===== src/rtl/falling_box_mover.sv =====
// Falling 4x4 box mover: erases the box, steps it down one row and
// redraws it through the VGA plot port on every move request.
module falling_box_mover #(
    parameter logic [7:0] X_START   = 8'd78,
    parameter logic [6:0] Y_START   = 7'd0,
    parameter logic [6:0] Y_LIMIT   = 7'd112,
    parameter logic [2:0] BG_COLOUR = 3'b000
) (
    input  logic       clock,
    input  logic       resetn,
    input  logic       move_tick,
    input  logic       restart,
    input  logic [2:0] colour_in,
    output logic [7:0] x,
    output logic [6:0] y,
    output logic [2:0] colour,
    output logic       plot,
    output logic       busy,
    output logic       landed
);

    typedef enum logic [2:0] {
        S_IDLE,
        S_ERASE,
        S_UPDATE,
        S_DRAW,
        S_LANDED
    } state_t;

    state_t     state;
    logic [6:0] pos_y;
    logic [2:0] box_colour;
    logic [3:0] cnt;
    logic       pending;

    always_ff @(posedge clock or negedge resetn) begin
        if (!resetn) begin
            state      <= S_IDLE;
            pos_y      <= Y_START;
            box_colour <= 3'b000;
            cnt        <= 4'd0;
            pending    <= 1'b0;
        end else if (restart) begin
            // restart wins over any tick or sequence in flight
            state      <= S_DRAW;
            pos_y      <= Y_START;
            box_colour <= colour_in;
            cnt        <= 4'd0;
            pending    <= 1'b0;
        end else begin
            unique case (state)
                S_IDLE: begin
                    if (move_tick || pending) begin
                        state   <= S_ERASE;
                        cnt     <= 4'd0;
                        pending <= 1'b0;
                    end
                end
                S_ERASE: begin
                    if (move_tick)
                        pending <= 1'b1;
                    cnt <= cnt + 4'd1;
                    if (cnt == 4'd15)
                        state <= S_UPDATE;
                end
                S_UPDATE: begin
                    if (move_tick)
                        pending <= 1'b1;
                    pos_y      <= pos_y + 7'd1;
                    box_colour <= colour_in;
                    cnt        <= 4'd0;
                    state      <= S_DRAW;
                end
                S_DRAW: begin
                    if (move_tick)
                        pending <= 1'b1;
                    cnt <= cnt + 4'd1;
                    if (cnt == 4'd15) begin
                        if (pos_y == Y_LIMIT)
                            state <= S_LANDED;
                        else
                            state <= S_IDLE;
                    end
                end
                S_LANDED: begin
                    state <= S_LANDED;
                end
                default: begin
                    state <= S_IDLE;
                end
            endcase
        end
    end

    // row-major walk over the 4x4 box
    assign x      = X_START + {6'd0, cnt[1:0]};
    assign y      = pos_y + {5'd0, cnt[3:2]};
    assign colour = (state == S_ERASE) ? BG_COLOUR : box_colour;
    assign plot   = (state == S_ERASE) || (state == S_DRAW);
    assign busy   = (state == S_ERASE) || (state == S_UPDATE)
                 || (state == S_DRAW);
    assign landed = (state == S_LANDED);

endmodule


===== config.mk =====
export PLATFORM = sky130hd
export DESIGN_NAME = falling_box_mover
export DESIGN_NICKNAME = d
export VERILOG_FILES = /design/src/rtl/falling_box_mover.sv
export SDC_FILE = /design/constraint.sdc
export NUM_CORES = 1
export LEC_CHECK = 0
export ABC_AREA = 1
export CORE_MARGIN = 3
export CORE_UTILIZATION = 25
export DETAILED_ROUTE_END_ITERATION = 6
export GPL_TIMING_DRIVEN = 0
export PLACE_DENSITY = 0.44
export SYNTH_ARGS = -nofsm -noshare
export SYNTH_HDL_FRONTEND = slang
export SYNTH_SLANG_ARGS = --single-unit

===== constraint.sdc =====
create_clock -name clock -period 2.72 [get_ports clock]
set_clock_uncertainty 0.1 [all_clocks]
set_input_delay 0.544 -clock clock [delete_from_list [all_inputs] [get_ports clock]]
set_output_delay 0.544 -clock clock [all_outputs]
set_load 0.01 [all_outputs]

# Yosys cells after proc, flatten, opt, wreduce, memory -nomap -nowiden
# Cells that the tools add are included.
[classes] addsub=4 n_eq_ne=10 mux=18 n_reduce_logical=13
[op_table] operator="2-to-1 mux 3 bit" n=8
[op_table] operator="one-hot mux 3 bit (5 select lines)" n=1
[op_table] operator="2-to-1 mux 7 bit" n=2
[op_table] operator="one-hot mux 4 bit (3 select lines)" n=1
[op_table] operator="inequality test 3 bit (second input constant)" n=3
[op_table] operator="adder 7 x 2 -> 8 bit (first input constant)" n=1
[op_table] operator="2-to-1 mux 4 bit" n=2
[op_table] operator="adder 7 x 1 -> 7 bit (second input constant)" n=1
[op_table] operator="adder 7 x 2 -> 7 bit" n=1
[op_table] operator="== test 7 bit (second input constant)" n=1
[op_table] operator="== test 3 x 2 -> 1 bit (second input constant)" n=2
[op_table] operator="AND reduction 3 bit" n=2
[op_table] operator="adder 4 x 1 -> 4 bit (second input constant)" n=1
[op_table] operator="== test 4 bit (second input constant)" n=1
[op_table] operator="logical OR 1 bit" n=4
[op_table] operator="nonzero test 4 bit" n=1
[op_table] operator="== test 3 x 1 -> 1 bit (second input constant)" n=1
[op_table] operator="== test 3 bit (second input constant)" n=1
[op_table] operator="logical NOT 3 bit" n=1
[op_table] operator="2-to-1 mux 1 bit" n=3
[op_table] operator="inequality test 3 x 1 -> 1 bit (second input constant)" n=1
[op_table] operator="nonzero test 3 bit" n=1
[op_table] operator="OR reduction 3 bit" n=1
[op_table] operator="one-hot mux 1 bit (2 select lines)" n=1
[op_table] operator="3 further kinds" n=3
[totals] ff_bits=18 output_inout_bits=21 wordCells=50

# Longest topological paths before layout
# Gate-level depths: netlist of run 1.
[logic_depth] depth_word=5 mapped_depth=7

# Worst setup path before layout of run 1
# No wires, ideal clock.
[synth_timing] path_type="register -> output" start="reg pos_y[0]" end="out y[6]" t_arrival_ns=1.429 required_time_ns=2.076 path_slack_ns=0.647 path_stages_with_launch=7 path_buffers=0 cell_sequence="dfrtp_1 > ha_1 > fa_1 > inv_1 > nor2_1 > nand2_1 > xor2_1"
[synth_via] elab_chain_cells=1
[synth_lines] element="start, declared" line="31" text="logic [6:0] pos_y;"
[synth_lines] element="start signal, assigned" line="69" text="pos_y <= pos_y + 7'd1;"
[synth_lines] element="adder 7 x 2 -> 7 bit" line="97" text="assign y = pos_y + {5'd0, cnt[3:2]};"
[synth_lines] element="end, declared" line="15" text="output logic [6:0] y,"
# Every way passes these cells.

# Worst setup path after layout of run 1
[layout_timing] start="reg pos_y[1]" end="out y[5]"
# The elaborated chain is that of the path after synthesis.

==> metrics.cfg, run 1 <==
[run_status]
status=complete, no violations

[global_routing]
grt_pass1_wl_um=4402
grt_pass1_vias=967
grt.overflow.total=0
antenna_found_initial=0
grt_start_max_net_pins=19
track_usage=0.1028

[drt]
vias=1050
wl_um=2693
route.detailed.drc=0
avgRoutedWirePerCell_um=11.22
firstDrtPassIters=4
drt_iter0_drc=21
vias_per_cell=4.375
drtAntennaViolNets=0

[flow_run]
max-cap-violations=0

[cells_and_area]
seq_area_um2=454.2
insertedDiodeCount=0
area_growth_pct=32.07
n_fill_cell=458
multiInputGateArea_um2=613.1
finish.instance_area_um2=1572
layout-drive-gt1-share=0.1915
nets=202

[die]
die_y_um=74.99
ios=28
num_rows=24
fp.coreArea_um2=4474
initial_utilization=0.2659
die_area_um2=5624
dieWidth_um=74.99

[critical_path]
setup.worst_path.start_class=flop
cp.arrival_ps=1980
required_ps=2080
critPathMaxStageDelay_ps=550
path_class=reg2out
path_cells=ha_1 -> a21oi_2 -> nor2_2 -> nand2_1 -> xor2_1 -> clkdlybuf4s50_1
path_buf_inv=1
worst_path_max_delay_cell=clkdlybuf4s50_1
crit_family=buffers and inverters
endpoint_kind=output pin
worstPathMaxFanout=5

[sta]
slew_violations=0
fin_crit_sh=0.9665
period_needed_ps=2629
worst_pin_slew_ps=876.3
setup_ws_ps=91.11
fmax_mhz=380.4
finalSetupViolCount=0
grt_setup_unrepaired=no
hold_violations=0
setup_tns_ps=0
slew-limit-headroom=0.4140

[clocking]
h-tree-depth=1
numCtsBuffers=3
clock_sink_count=18
ctsRootBufferMaster=clkbuf_8
cts_hold_buf=0
clockBufferDepth=2
insertion_delay_ps=250
cts_tree=built
clk_pin_slew_worst_paths_ps=70

[placement]
hpwl_um=2057
place.gp.congestion=0.7246
port_buffers=24
pre_cts_ws_ps=69.54
placed_area_um2=1499

[power]
p_leak_nw=0.7817
ir_drop_mv=0.3547
p_per_area_nw_per_um2=563.5
power_mw=0.8856

[logic_synthesis]
syn_area_um2=1190
synth_area_per_cell_um2=7.579
synth.distinct_cells=27
yosysSeqAreaShare=0.3785
synth.yosys.warnings=0
synth-seq-cells=18
synth_cells=157
synthTopCellsByArea=dfrtp_1 (38%), nand2_1 (12%), inv_1 (6.0%), nand3_1 (5.9%), ha_1 (5.3%)
yosysTopAreaCellShare=0.3785
yosysTopAreaCell=dfrtp_1

[hold_path]
hp-class=reg2reg

per-layer routing:
metal	GRT usage	vias to the layer above	part of all wire
met3	0.03338	2	0.060
li1	-	548	-
met1	0.1328	474	0.47
met4	0.01779	0	0.0048
met5	0	-	0
met2	0.1702	26	0.46
cells in the mapped netlist, drive strengths merged:
master / instances
nand2: 42
inv: 21
nor2: 19
dfrtp: 18
nand3: 15
buf: 8
o21ai: 8
ha: 5
xor2: 5
a21oi: 4
nor3: 4
conb: 2
nand4: 2
a211oi: 1
fa: 1
or2: 1
xnor2: 1
registers in the layout, summed over array words and instances (netlist names):
name and flops:
cnt 4, pending 1, state 3, box_colour 3, pos_y 7
layout by cell type (no fill, tap or decap), drive strengths merged:
master and n:
xor2 5, conb 3, a211oi 1, nor3 4, xnor2 1, inv 21
or2 1, nand4 2, buf 10, nand2 42, nor2 19, clkdlybuf4s50 21
clkbuf 5, o21ai 8, dlygate4sd2 2, a21oi 4, ha 5, nand3 15
dfrtp 18, fa 1
area by class of cell:
type | count | share of cell area
repair buffers | 26 | 0.1576
multi-input cells | 111 | 0.3901
clock buffers | 4 | 0.03503
plain buffers | 8 | 0.03662
flip-flops and latches | 18 | 0.2890
well taps | 52 | 0.04140
inverters | 21 | 0.05016
final timing paths:
path	from	endpoint	slack [ps]	cells after the start
worst min register to register	box_colour[1]	box_colour[1]	420	2
worst min-delay path	box_colour[1]	box_colour[1]	420	2
min in group asynchronous	resetn	pos_y[4]	680	1
max in group asynchronous	resetn	pos_y[0]	1240	1
worst max-delay path	pos_y[1]	y[5]	90	6
worst max register to register	state[2]	state[1]	1430	5
metrics by stage:
step                        util  hold slack, ps  instances
after floorplan                -           148.4        158
after global routing      0.3512           458.6        240
after CTS                 0.3468           424.1        238
after global placement    0.3350           398.4        234
final                     0.3512           418.1        240
after detailed placement  0.3350           404.2        234
kinds of logic after synthesis:
family,count (synthesis),synth area share
AO/OA/AOI/OAI,13,0.06309
XOR/XNOR,6,0.04416
adder cells (fa/ha/maj),6,0.06940
buffers and inverters,29,0.1146
flip-flops,18,0.3785
other,2,0.006312
AND/OR/NAND/NOR,83,0.3239
timing repair:
action	4_1_cts	5_1_grt
setup buffers	0	2
cloned	0	0
gates resized for setup	4	6
endpoints found under the setup margin	3	3
worst min-delay path: cells and delay by family, from the launching register on:
family        cells  cell delay (ps)
flops             1              350
simple gates      2              140
power breakdown:
group / switching, mW / leakage [nW] / total (mW) / internal (mW)
clock network: 0.0942 / 0.0288 / 0.223 / 0.129
logic: 0.157 / 0.522 / 0.314 / 0.157
registers: 0.0460 / 0.231 / 0.349 / 0.303
(Power assumes the default switching activity.)
==> run 2: changes to the inputs <==
--- a/config.mk
+++ b/config.mk
@@ -8,6 +8,7 @@
 export ABC_AREA = 1
 export CORE_MARGIN = 3
 export CORE_UTILIZATION = 25
+export CTS_BUF_LIST = sky130_fd_sc_hd__clkbuf_2
 export DETAILED_ROUTE_END_ITERATION = 6
 export GPL_TIMING_DRIVEN = 0
 export PLACE_DENSITY = 0.44
==> metrics.cfg, run 2 (same netlist as run 1, synthesis figures left out) <==
[global_routing]
gr-usage-met1=0.1384  ; +0.005624
use_met2=0.1760  ; +0.005803
antenna_found_initial=0  ; unchanged
met3_usage=0.03738  ; +0.004005
busiest_layer=met2
track_usage=0.1064  ; +0.003565
grt_pass1_vias=979  ; +1.2%
grt.overflow.total=0  ; unchanged
grt_pass1_wl_um=4526  ; +2.8%
grt_start_max_net_pins=19  ; unchanged

[die]
initial_utilization=0.2659  ; unchanged
ios=28  ; unchanged
num_rows=24  ; unchanged
die_y_um=74.99  ; unchanged
die_area_um2=5624  ; unchanged
fp.coreArea_um2=4474  ; unchanged
dieWidth_um=74.99  ; unchanged

[cells_and_area]
largest-register=pos_y
mostFrequentLayoutCell=nand2_1
layout-drive-gt1-share=0.1947  ; +0.003247
area_growth_pct=30.39
final_cells=242  ; +0.83%
insertedDiodeCount=0  ; unchanged
top_regs=pos_y: 7 flops, cnt: 4 flops
finish.instance_area_um2=1551  ; -1.3%
final_cell_mix=nand2_1 (38), inv_1 (19), clkdlybuf4s50_1 (19)
largest_register_ffs=7  ; unchanged
nets=204  ; +0.99%

[clocking]
h-tree-depth=1  ; unchanged
cts_tree=built
insertion_delay_ps=300  ; +50 ps
clockBufferDepth=2  ; unchanged
numCtsBuffers=3  ; unchanged
ctsRootBufferMaster=clkbuf_2
cts_hold_buf=0  ; unchanged
clk_pin_slew_worst_paths_ps=180  ; +110 ps
clock_sink_count=18  ; unchanged

[critical_path]
r2r-start=pos_y[0]
r2r_cells=7  ; +2
cp.arrival_ps=1960  ; -20 ps
r2r_setup_slack_ps=1380  ; -50 ps
rr_endpoint=state[2]
startpoint=pos_y[1]
path_class=reg2out
critical_path.endpoint=y[3]
worstPathMaxFanout=2  ; -3
required_ps=2080  ; about the same
endpoint_kind=output pin
setup.worst_path.start_class=flop

[drt]
vias=1060  ; +0.95%
drtAntennaViolNets=0  ; unchanged
firstDrtPassIters=4  ; unchanged
drt_iter0_drc=17  ; -19%
wl_um=2728  ; +1.3%
route.detailed.drc=0  ; unchanged
vias_per_cell=4.380  ; +0.12%
avgRoutedWirePerCell_um=11.27  ; +0.46%

[hold_path]
hp-class=reg2reg

[power]
p_int_mw=0.4897  ; -17%
sequentialPowerShare=0.435  ; +0.041
ir_drop_mv=0.3169  ; -11%
combPwrFrac=0.412  ; +0.058
p_sw_frac=0.3728  ; +0.03771
p_switching_mw=0.2911  ; -1.9%
p_leak_nw=0.7979  ; +2.1%
clockPowerShare=0.153  ; -0.099
p_per_area_nw_per_um2=503.2  ; -11%

[placement]
port_buffers=24  ; unchanged
pre_cts_ws_ps=69.54  ; unchanged
placed_area_um2=1499  ; unchanged
hpwl_um=2057  ; unchanged
place.gp.congestion=0.7246  ; unchanged
dp_cells=234  ; unchanged

[sta]
slew-limit-headroom=0.4133  ; -0.0006610
finalSetupViolCount=0  ; unchanged
setup_ws_ps=114.5  ; +23.39 ps
worst_pin_slew_ps=877.3  ; +0.9884 ps
hold_violations=0  ; unchanged
period_needed_ps=2605  ; -23.39 ps
fin_crit_sh=0.9579  ; -0.008601
fmax_mhz=383.8  ; +0.90%
setup_tns_ps=0  ; unchanged
slew_violations=0  ; unchanged
grt_setup_unrepaired=no

[run_status]
status=complete, no violations

[flow_run]
max-cap-violations=0  ; unchanged

-- run 2: worst max-delay path: stages (launching register included) --
cell and delay (ps):
dfrtp_2 460, ha_1 310, a21oi_2 160, nor2_2 60
xor2_1 130, clkdlybuf4s50_1 550
-- run 2: power groups by stage --
stage,clock [mW],sequential [mW],combinational (mW)
global route,0.140,0.345,0.363
detailed placement,0,0.356,0.299
CTS,0.128,0.340,0.328
finish,0.119,0.340,0.322
global placement,0,0.356,0.292
floorplan,0,0.343,0.174
-- run 2: routing by layer --
layer  part of all wire  vias up
li1                   -      553
met1               0.46      480
met2               0.46       25
met3              0.068        2
met4             0.0048        0
met5                  0        -
-- run 2: what timing repair did --
item,in CTS,in global routing
resized for setup,7,5
setup endpoints to repair,6,3
gates cloned,0,0
setup buffers,4,0
-- run 2: worst min-delay path by stage --
stage,from,endpoint,slack [ps],depth (start not counted)
3_5_place_dp,box_colour[1],box_colour[1],400,2
3_3_place_gp,box_colour[0],box_colour[0],400,2
2_1_floorplan,resetn,box_colour[0],150,0
6_report,box_colour[1],box_colour[1],440,2
5_1_grt,box_colour[1],box_colour[1],480,2
4_1_cts,box_colour[1],box_colour[1],450,2
-- run 2: stage by stage --
stage | hold WS (ps) | power, mW | utilization
after floorplan | 148.4 | 0.5165 | -
after global placement | 398.4 | 0.6480 | 0.3350
after detailed placement | 404.2 | 0.6550 | 0.3350
after CTS | 447.4 | 0.7968 | 0.3456
after global routing | 484.3 | 0.8488 | 0.3468
final | 440.8 | 0.7807 | 0.3468
-- run 2: area by class of cell --
class	count	area (µm²)
Fill cell	463	2923
Multi-Input combinational cell	111	613.1
Sequential cell	18	454.2
Timing Repair Buffer	28	264.0
Inverter	21	78.83
Tap cell	52	65.06
Buffer	8	57.56
Clock buffer	3	15.01
Clock inverter	1	3.754
